[src/rtl/dmux_frame_tx_if.sv]
// Upstream word port of dmux_frame_tx: one DW-bit word plus a 4-bit
// destination channel, transferred over a valid/ready handshake.
//
// Handshake: the source raises in_valid with in_data/in_dest stable; a word
// is transferred on every rising clk edge where in_valid and in_ready are
// both 1. The source keeps valid/data/dest unchanged until that edge, and
// in_ready never depends on in_valid.
interface dmux_frame_tx_if #(
    parameter int DW = 8
);
    logic          in_valid;
    logic          in_ready;
    logic [DW-1:0] in_data;
    logic [3:0]    in_dest;

    modport master (output in_valid, output in_data, output in_dest, input in_ready);
    modport slave  (input in_valid, input in_data, input in_dest, output in_ready);
endinterface

[src/rtl/dmux_frame_tx.sv]
// dmux_frame_tx: serialising frame scheduler driving demux_1x16 (i, s).
// An accepted word goes out MSB-first on i while s holds the destination;
// masked destinations are dropped with a one-cycle drop pulse; GAP idle
// cycles follow every frame.
// Optional feature: define DMX_PARITY_EN to append an even-parity bit to
// every frame (frame becomes DW+1 bits, done one cycle later).
//
// Timing (accept on edge N): the first bit is driven by edge N itself, so
// the word's MSB is on i during the cycle that ends at edge N+1 and bit 0
// during the cycle that ends at edge N+DW. done follows the last frame bit,
// then in_ready returns after GAP further cycles (back-to-back spacing with
// GAP=0 and no parity is DW+2 cycles per word).
module dmux_frame_tx #(
    parameter int DW  = 8,
    parameter int GAP = 1
) (
    input  logic              clk,
    input  logic              rst,
    dmux_frame_tx_if.slave    up,
    input  logic [15:0]       mask,
    output logic              i,
    output logic [3:0]        s,
    output logic              frame,
    output logic              done,
    output logic              drop,
    output logic [2:0]        state_dbg
);

    typedef enum logic [2:0] {
        ST_IDLE  = 3'd0,
        ST_SHIFT = 3'd1,
        ST_PAR   = 3'd2,
        ST_END   = 3'd3,
        ST_GAP   = 3'd4
    } state_t;

    localparam int             CW       = $clog2(DW + 1);
    localparam logic [CW-1:0]  CNT_LAST = CW'(DW);
    localparam logic [3:0]     GAP_LAST = 4'((GAP > 0) ? GAP - 1 : 0);

    state_t        state;
    logic [DW-1:0] shreg;
    logic [CW-1:0] cnt;
    logic [3:0]    gcnt;
`ifdef DMX_PARITY_EN
    logic          par_q;
`endif

    // Ready only in IDLE and forced low while reset is held.
    assign up.in_ready = (state == ST_IDLE) & ~rst;
    assign state_dbg   = state;

    // Frame FSM with registered serial outputs; done/drop are one-cycle pulses.
    always_ff @(posedge clk or posedge rst) begin
        if (rst) begin
            state <= ST_IDLE;
            shreg <= '0;
            cnt   <= '0;
            gcnt  <= '0;
            i     <= 1'b0;
            s     <= 4'd0;
            frame <= 1'b0;
            done  <= 1'b0;
            drop  <= 1'b0;
`ifdef DMX_PARITY_EN
            par_q <= 1'b0;
`endif
        end else begin
            done <= 1'b0;
            drop <= 1'b0;
            case (state)
                ST_IDLE: begin
                    if (up.in_valid) begin
                        if (!mask[up.in_dest]) begin
                            // Masked channel: consume the word, leave i/s/frame alone.
                            drop <= 1'b1;
                        end else begin
                            // MSB goes straight onto i; shreg keeps the remaining bits.
                            i     <= up.in_data[DW-1];
                            frame <= 1'b1;
                            s     <= up.in_dest;
                            shreg <= {up.in_data[DW-2:0], 1'b0};
                            cnt   <= CW'(1);
`ifdef DMX_PARITY_EN
                            par_q <= ^up.in_data;
`endif
                            state <= ST_SHIFT;
                        end
                    end
                end
                ST_SHIFT: begin
                    if (cnt == CNT_LAST) begin
`ifdef DMX_PARITY_EN
                        i     <= par_q;
                        state <= ST_PAR;
`else
                        i     <= 1'b0;
                        frame <= 1'b0;
                        done  <= 1'b1;
                        state <= ST_END;
`endif
                    end else begin
                        i     <= shreg[DW-1];
                        shreg <= {shreg[DW-2:0], 1'b0};
                        cnt   <= cnt + CW'(1);
                    end
                end
`ifdef DMX_PARITY_EN
                ST_PAR: begin
                    i     <= 1'b0;
                    frame <= 1'b0;
                    done  <= 1'b1;
                    state <= ST_END;
                end
`endif
                ST_END: begin
                    // done is high during this state; decide whether to idle out a gap.
                    if (GAP > 0) begin
                        gcnt  <= 4'd0;
                        state <= ST_GAP;
                    end else begin
                        state <= ST_IDLE;
                    end
                end
                ST_GAP: begin
                    if (gcnt == GAP_LAST) begin
                        state <= ST_IDLE;
                    end else begin
                        gcnt <= gcnt + 4'd1;
                    end
                end
                default: state <= ST_IDLE;
            endcase
        end
    end

endmodule

[src/flat_wrapper.sv]
// flat-port wrapper written by rule: the top's interface ports become plain ports
module dmux_frame_tx_flat 
#(
    parameter int DW  = 8,
    parameter int GAP = 1
)
  (clk, rst, mask, i, s, frame, done, drop, state_dbg, up_in_valid, up_in_data, up_in_dest, up_in_ready);
  dmux_frame_tx_if #(.DW(DW)) up_i ();
  input  logic clk;
  input  logic rst;
  input  logic [15:0] mask;
  output logic i;
  output logic [3:0] s;
  output logic frame;
  output logic done;
  output logic drop;
  output logic [2:0] state_dbg;
  input wire logic [$bits(up_i.in_valid)-1:0] up_in_valid;
  input wire logic [$bits(up_i.in_data)-1:0] up_in_data;
  input wire logic [$bits(up_i.in_dest)-1:0] up_in_dest;
  output wire logic [$bits(up_i.in_ready)-1:0] up_in_ready;
  assign up_i.in_valid = up_in_valid;
  assign up_i.in_data = up_in_data;
  assign up_i.in_dest = up_in_dest;
  assign up_in_ready = up_i.in_ready;
  dmux_frame_tx #(.DW(DW), .GAP(GAP)) u_core (.clk(clk), .rst(rst), .up(up_i), .mask(mask), .i(i), .s(s), .frame(frame), .done(done), .drop(drop), .state_dbg(state_dbg));
endmodule
[config.mk]
export PLATFORM = sky130hd
export DESIGN_NAME = dmux_frame_tx_flat
export DESIGN_NICKNAME = d
export VERILOG_FILES = /design/src/rtl/dmux_frame_tx_if.sv /design/src/rtl/dmux_frame_tx.sv /design/src/flat_wrapper.sv
export SDC_FILE = /design/constraint.sdc
export NUM_CORES = 1
export LEC_CHECK = 0
export ABC_AREA = 1
export BUFFER_PORTS_ARGS = -buffer_cell sky130_fd_sc_hd__buf_2
export CORE_UTILIZATION = 27
export DETAILED_ROUTE_END_ITERATION = 10
export PLACE_DENSITY_LB_ADDON = 0.08
export SLEW_MARGIN = 15
export SYNTH_ARGS = -nofsm -noshare
export SYNTH_HDL_FRONTEND = slang
export SYNTH_SLANG_ARGS = --single-unit
[constraint.sdc]
create_clock -name clk -period 4 [get_ports clk]
set_input_delay 0.2 -clock clk [delete_from_list [all_inputs] [get_ports clk]]
set_output_delay 0.2 -clock clk [all_outputs]
set_load 0.05 [all_outputs]
==> impl_results.md, run 1 <==
* Run status: complete, no violations
* Final Critical Period at 1.82 ns
* Crit-path max cell delay at 0.43 ns
* Asr flop ratio synth at 100%
* CTS tree: built
* Die Span X at roughly 77 µm
* Crit start category: flip-flop
* Slowest cell on crit path: dfrtp_1
* Pleak at about 1.1 nW
* Root Buffer: clkbuf_8
* Initial antenna violation count at 0
* Die Span Y at 77.1 µm
* Hold-fix buffers at CTS at 0
* Clock Latency Late Sink at around 0.27 ns
* Syn nets at 241
* DRT antenna net count at 0
* Drt first pass iters at 4
* Post-CTS Repair Setup Buffers at 0
* Post-synth EDFFs at 0
* Placeable Area at 5270 µm²
* Max-Slew Margin vs Limit at 35.0%
* Initial core utilization at between 20 and 30%
* Max Fclk at 548 MHz
* Number of buffers created by CTS at 3
* GP Congestion at about 0.7
* Cells after synthesis at 206
* FILL cells at 600
* Worst VDD drop at between 0.00015 and 0.0002 V
* Clock sinks at 26
* Sequential standard cell area at roughly 650 µm²
* Post-synth top flop: dfrtp_1
* Max Cap Viol at 0
* CP endpoint kind: flip-flop
* Clock slew at reported path FFs at 0.09 ns
* Required @ worst endpoint at 4.16 ns
* Seq/Total Area, Yosys at a little over two fifths
* Synth cell count leaders: 77 x nand2_1, 29 x inv_1, 28 x nand3_1
* Die area at about 5900 µm²
* First-pass GRT wire length at 5620 µm
* # H-tree levels at 1
* Fraction of layout cells with a size suffix above 1 at 23.8%
* Hold WC Path Type: input pin to asynchronous set/reset pin
* Final wirelength at approximately 3300 µm
* Via count at 1,307
* Worst Tran Pin Value at slightly below 1 ns
* Initial detailed-routing violation count at 47
* Setup total negative slack at 0 ns
* Cell row count at 26
* Mean Syn Cell Area at approximately 7.4 µm²
* HPWL after detailed placement at 2490 µm
* Bufs and invs on worst path at 1
* RSZ-0062 raised after global routing: false
* Mapped Area at ~1500 µm²
* Max Clock Skew at 0.00317 ns
* Area occupied by multi-input gates at slightly below 700 µm²
* Number of global-route vias before repair at between 1,000 and 1,500
* NumNets Final at 281
* Most frequent cell after synthesis: nand2_1
* Area share of the largest cell type after synthesis at between 40% and 50%
* CTS max path bufs at 2
* CP arrival at approximately 2 ns
* Critical path peak fanout at 12
* Post-synth cell types at 23
* Yosys top cell by area: dfrtp_1
* Power Density at ~620 nW/µm²
* Via density at 4.16
* Cts repair resizes at 0
* Pins Over Slew Limit at 0
* Largest net degree at the start of global routing at 27
* Worst Setup Path Type: flip-flop to flip-flop
* Leading post-synthesis cells by cell area: dfrtp_1 43%, nand2_1 19%, nand3_1 9.2%
* Input/output buffers at 42
* Most common cell on crit path: nand2_1
* Crit path max-delay family: simple AND/OR/NAND/NOR gates
* Yosys warnings at 0
* Critical path cell sequence: nor2_1 -> inv_2 -> nor2_2 -> nand2_1 -> o21ai_2 -> nand2_2 -> nand2_1 -> nand2_1
* Gr usage total at approximately an eighth
* Synth Register Bits at 26
* Total power at 1.11 mW
* Area delta synth->final at 18.2%
* Final hold viol count at 0
* Ports at 43
* Drt wl/cell at around 10 µm
* Final setup violating endpoints at 0
* GRT overflow at 0
* Final period utilization at between 40% and 50%
* Diodes inserted at 0
* Post-route DRC violation count at 0
==> layout by cell type (no fill, tap or decap) <==
cell type / netlist / final
clkinv_1: 0 / 1
nand3b_1: 2 / 2
dfrtp_1: 26 / 26
o22ai_1: 1 / 1
clkbuf_8: 0 / 3
o21ai_1: 3 / 3
inv_2: 2 / 2
buf_2: 1 / 42
xnor2_1: 1 / 1
inv_6: 1 / 1
a21oi_2: 1 / 1
ha_1: 4 / 4
o31ai_2: 1 / 1
inv_1: 29 / 28
o21ai_2: 2 / 2
nand2_1: 77 / 77
nand3_2: 3 / 3
xor2_1: 3 / 3
nor2_1: 9 / 9
nand2_2: 1 / 1
o21ai_0: 3 / 3
nand3_1: 28 / 28
nor2_2: 2 / 2
==> flip-flops by register name (all words and copies together) (netlist names) <==
| signal | flops |
|---|---|
| u_core.cnt | 4 |
| u_core.done | 1 |
| u_core.drop | 1 |
| u_core.frame | 1 |
| u_core.gcnt | 4 |
| u_core.i | 1 |
| u_core.s | 4 |
| u_core.shreg | 7 |
| u_core.state_dbg | 3 |
==> logic make-up (layout without fill, tap and decap cells) <==
family,Yosys count,count (layout),synth area share (%)
flip-flops,26,26,42.7
AO/OA/AOI/OAI,11,11,4.93
adder cells (fa/ha/maj),4,4,3.28
XOR/XNOR,4,4,2.30
AND/OR/NAND/NOR,122,122,34.6
buffers and inverters,39,77,12.2
==> metrics by stage <==
stage / area (µm²) / cells / util (%) / setup WS (ns) / hold slack, ns
6_report: 1800 / 314 / 34.2 / 2.18 / 0.0312
2_1_floorplan: 1520 / 206 / - / 2.15 / 0.240
3_5_place_dp: 1760 / 311 / 33.4 / 2.17 / 0.462
5_1_grt: 1800 / 314 / 34.2 / 1.92 / 0.103
4_1_cts: 1800 / 314 / 34.2 / 2.16 / 0.216
3_3_place_gp: 1760 / 311 / 33.4 / 2.21 / 0.470
==> where the power goes <==
group / switching [mW] / total [mW] / internal (mW)
clock network: 0.0803 / 0.148 / 0.0675
logic: 0.390 / 0.556 / 0.166
registers: 0.0586 / 0.407 / 0.348
total: 0.529 / 1.11 / 0.582
==> metal layers <==
layer / global-route usage (%) / part of all wire [%]
met1: 16.8 / 53
met2: 17.4 / 41
met3: 2.02 / 4.1
met4: 5.09 / 1.7
met5: 0 / 0
==> worst paths after layout <==
| check | to | depth (start not counted) | startpoint | slack (ns) |
|---|---|---|---|---|
| setup / recovery | u_core.shreg[5] | 8 | u_core.state_dbg[2] | 2.18 |
| hold / removal | u_core.s[2] | 2 | rst | 0.03 |
| setup reg to reg | u_core.shreg[5] | 8 | u_core.state_dbg[2] | 2.18 |
| hold reg to reg | u_core.shreg[3] | 2 | u_core.shreg[3] | 0.48 |
| max in group asynchronous | u_core.shreg[5] | 2 | rst | 3.52 |
| min in group clk | u_core.s[3] | 3 | up_in_dest[3] | 0.22 |
==> layout make-up <==
cell class	instances	area share (%)
clock buffers	3	2.29
inverters	32	6.94
multi-input cells	141	38.1
flip-flops and latches	26	36.1
well taps	70	4.86
repair buffers	42	11.7
No activity file was read; power rests on OpenSTA's default activity.
==> run 2, diff against run 1 <==
Clock period 4 ns to 1.48 ns, I/O delays scaled along.
==> run 2 against run 1 <==
Net effect:
- count of clock-buffer cells in the layout is the same
- first-iteration DRC count shrank 19%
- global-route usage grew 0.55 points
- worst setup slack lost 2.1 ns
- sequential power grew to 2.7 times the previous value
- critical path type is now flip-flop to output pin
- largest power group unchanged
- highest routed layer unchanged
==> impl_results.md, run 2 (synthesized netlist as in run 1, its figures left out) <==
* Run status: complete, no violations (unchanged)
* Initial antenna violation count at 0 (unchanged)
* Max FFs per register at 7 (unchanged)
* Worst Setup Path Type: flip-flop to output pin (was flip-flop to flip-flop)
* Final hold viol count at 0 (unchanged)
* Clock Latency Late Sink at 0.27 ns (about the same)
* Clock slew at reported path FFs at 0.10 ns (was 0.09 ns)
* Required @ worst endpoint at 1.41 ns (was 4.16 ns)
* Initial detailed-routing violation count at 38 (was 47)
* Placeable Area at 5270 µm² (unchanged)
* Setup total negative slack at 0 ns (unchanged)
* Via density at 4.16 (about the same)
* Crit start category: flip-flop (unchanged)
* GP Congestion at 0.668 (was 0.696)
* Ports at 43 (unchanged)
* Critical path cell sequence: nor2_2 -> inv_2 -> nor2_4 -> inv_2 -> nor2_4 -> buf_6 (was nor2_1 -> inv_2 -> nor2_2 -> nand2_1 -> o21ai_2 -> nand2_2 -> nand2_1 -> nand2_1)
* Post-route cell area at 1980 µm² (was 1800 µm²)
* Worst VDD drop at 0.000567 V (was 0.000198 V)
* Util after Layout at 37.7% (was 34.2%)
* Die area at 5950 µm² (unchanged)
* Number of buffers created by CTS at 3 (unchanged)
* Diodes inserted at 0 (unchanged)
* Post-place setup slack at 0.0295 ns (was 2.17 ns)
* Slowest cell on crit path: dfrtp_2 (was dfrtp_1)
* Final Critical Period at approximately 1.4 ns
* FILL cells at 595 (was 600)
* DRT antenna net count at 0 (unchanged)
* Fraction of layout cells with a size suffix above 1 at 31.4% (was 23.8%)
* HPWL after detailed placement at 2570 µm (was 2490 µm)
* CP endpoint kind: output pin (was flip-flop)
* Critical path peak fanout at 3 (was 12)
* Largest net degree at the start of global routing at 27 (unchanged)
* Pins Over Slew Limit at 0 (unchanged)
* Die Span X at 77.1 µm (unchanged)
* Most flops, register: u_core.shreg (unchanged)
* CTS max path bufs at 2 (unchanged)
* Cell row count at 26 (unchanged)
* RSZ-0062 raised after global routing: true (was false)
* CTS tree: built (unchanged)
* Max Cap Viol at 0 (unchanged)
* First-pass GRT wire length at 6090 µm (was 5620 µm)
* CP arrival at 1.34 ns (was 1.99 ns)
* Final setup margin at 0.0655 ns (was 2.18 ns)
* Gr usage total at 12.4% (was 11.8%)
* Drt first pass iters at 4 (unchanged)
* Die Span Y at 77.1 µm (unchanged)
* Pleak at 1.14 nW (was 1.06 nW)
* GRT overflow at 0 (unchanged)
* # H-tree levels at 1 (unchanged)
* Worst Tran Pin Value at 0.425 ns (was 0.968 ns)
* Hold WC Path Type: input pin to flip-flop (was input pin to asynchronous set/reset pin)
* Number of global-route vias before repair at 1,338 (was 1,275)
* Clock sinks at 26 (unchanged)
* Power Density at 1740 nW/µm² (was 616 nW/µm²)
* Placed Instance Area at 1850 µm² (was 1760 µm²)
* Placed Instances at 322 (was 311)
* Root Buffer: clkbuf_8 (unchanged)
* Post-Layout Cell Count at 328 (was 314)
* Leading cell type in the layout, fill and taps excluded: nand2_1 (unchanged)
* Via count at 1,365 (was 1,307)
* Commonest non-fill, non-tap cells in the layout: 75 x nand2_1, 41 x buf_2, 28 x nand3_1, 27 x inv_1, 23 x dfrtp_1 (was 77 x nand2_1, 42 x buf_2, 28 x inv_1, 28 x nand3_1, 26 x dfrtp_1)
* Initial core utilization at 28.9% (unchanged)
* Drt wl/cell at 10.6 µm (was 10.4 µm)
* Post-route DRC violation count at 0 (unchanged)
* Max Fclk at between 700 and 800 MHz
* Final period utilization at about 96%
* Crit-path max cell delay at 0.42 ns (was 0.43 ns)
* Max Clock Skew at 0.00858 ns (was 0.00317 ns)
* Input/output buffers at 42 (unchanged)
* Final setup violating endpoints at 0 (unchanged)
* Max-Slew Margin vs Limit at 71.5% (was 35.0%)
* Setup slack, reg-to-reg at 0.08 ns (was 2.18 ns)
* Final wirelength at 3480 µm (was 3270 µm)
* Area delta synth->final at 30.2% (was 18.2%)
* NumNets Final at 294 (was 281)
run 2: where the power goes:
group	switching [mW]	leakage, nW	internal, mW
Combinational	1.16	0.771	0.606
Sequential	0.145	0.332	0.944
Clock	0.238	0.0357	0.362
run 2: metal layers:
| metal | vias to the layer above | track usage [%] | wire length (µm) |
|---|---|---|---|
| met4 | 0 | 4.53 | 34 |
| met5 | - | 0 | 0 |
| li1 | 734 | - | - |
| met1 | 607 | 17.4 | 1750 |
| met2 | 22 | 19.8 | 1620 |
| met3 | 2 | 0.833 | 79 |
run 2: what timing repair did:
| action | 4_1_cts | 5_1_grt |
|---|---|---|
| setup endpoints to repair | 2 | 20 |
| endpoints found under the hold margin | 26 | 0 |
| gates resized for setup | 6 | 9 |
| hold buffers | 1 | 0 |
| gates cloned | 0 | 1 |
| pin swaps | 2 | 1 |
| buffers inserted | 1 | 0 |
run 2: area by class of cell:
| cell class | count | area, µm² | area share (%) |
|---|---|---|---|
| clock buffers | 3 | 41.3 | 2.08 |
| clock inverters | 1 | 30.0 | 1.51 |
| inverters | 32 | 125 | 6.31 |
| multi-input cells | 142 | 733 | 36.9 |
| flip-flops and latches | 26 | 654 | 33.0 |
| well taps | 70 | 87.6 | 4.41 |
| repair buffers | 54 | 313 | 15.8 |
run 2: worst max-delay path, delay by kind of cell (launching register included):
kind          cells  cell delay (ns)
buf+inv           3             0.31
flops             1             0.42
simple gates      3             0.33
run 2: through the flow:
step	power, mW	hold WS (ns)
2_1_floorplan	2.38	0.114
3_3_place_gp	2.80	0.181
3_5_place_dp	2.80	0.175
4_1_cts	3.44	0.0871
5_1_grt	3.74	0.0938
6_report	3.46	0.0892
run 2: path summary, 6_finish.rpt:
check,startpoint,to,cells after the start
worst max register to register,u_core.state_dbg[2],u_core.shreg[3],8
max in group asynchronous,rst,u_core.state_dbg[2],4
min in group asynchronous,rst,u_core.s[3],4
worst min-delay path,up_in_dest[3],u_core.s[3],3
worst max-delay path,u_core.state_dbg[2],up_in_ready,6
worst min register to register,u_core.shreg[1],u_core.shreg[1],2
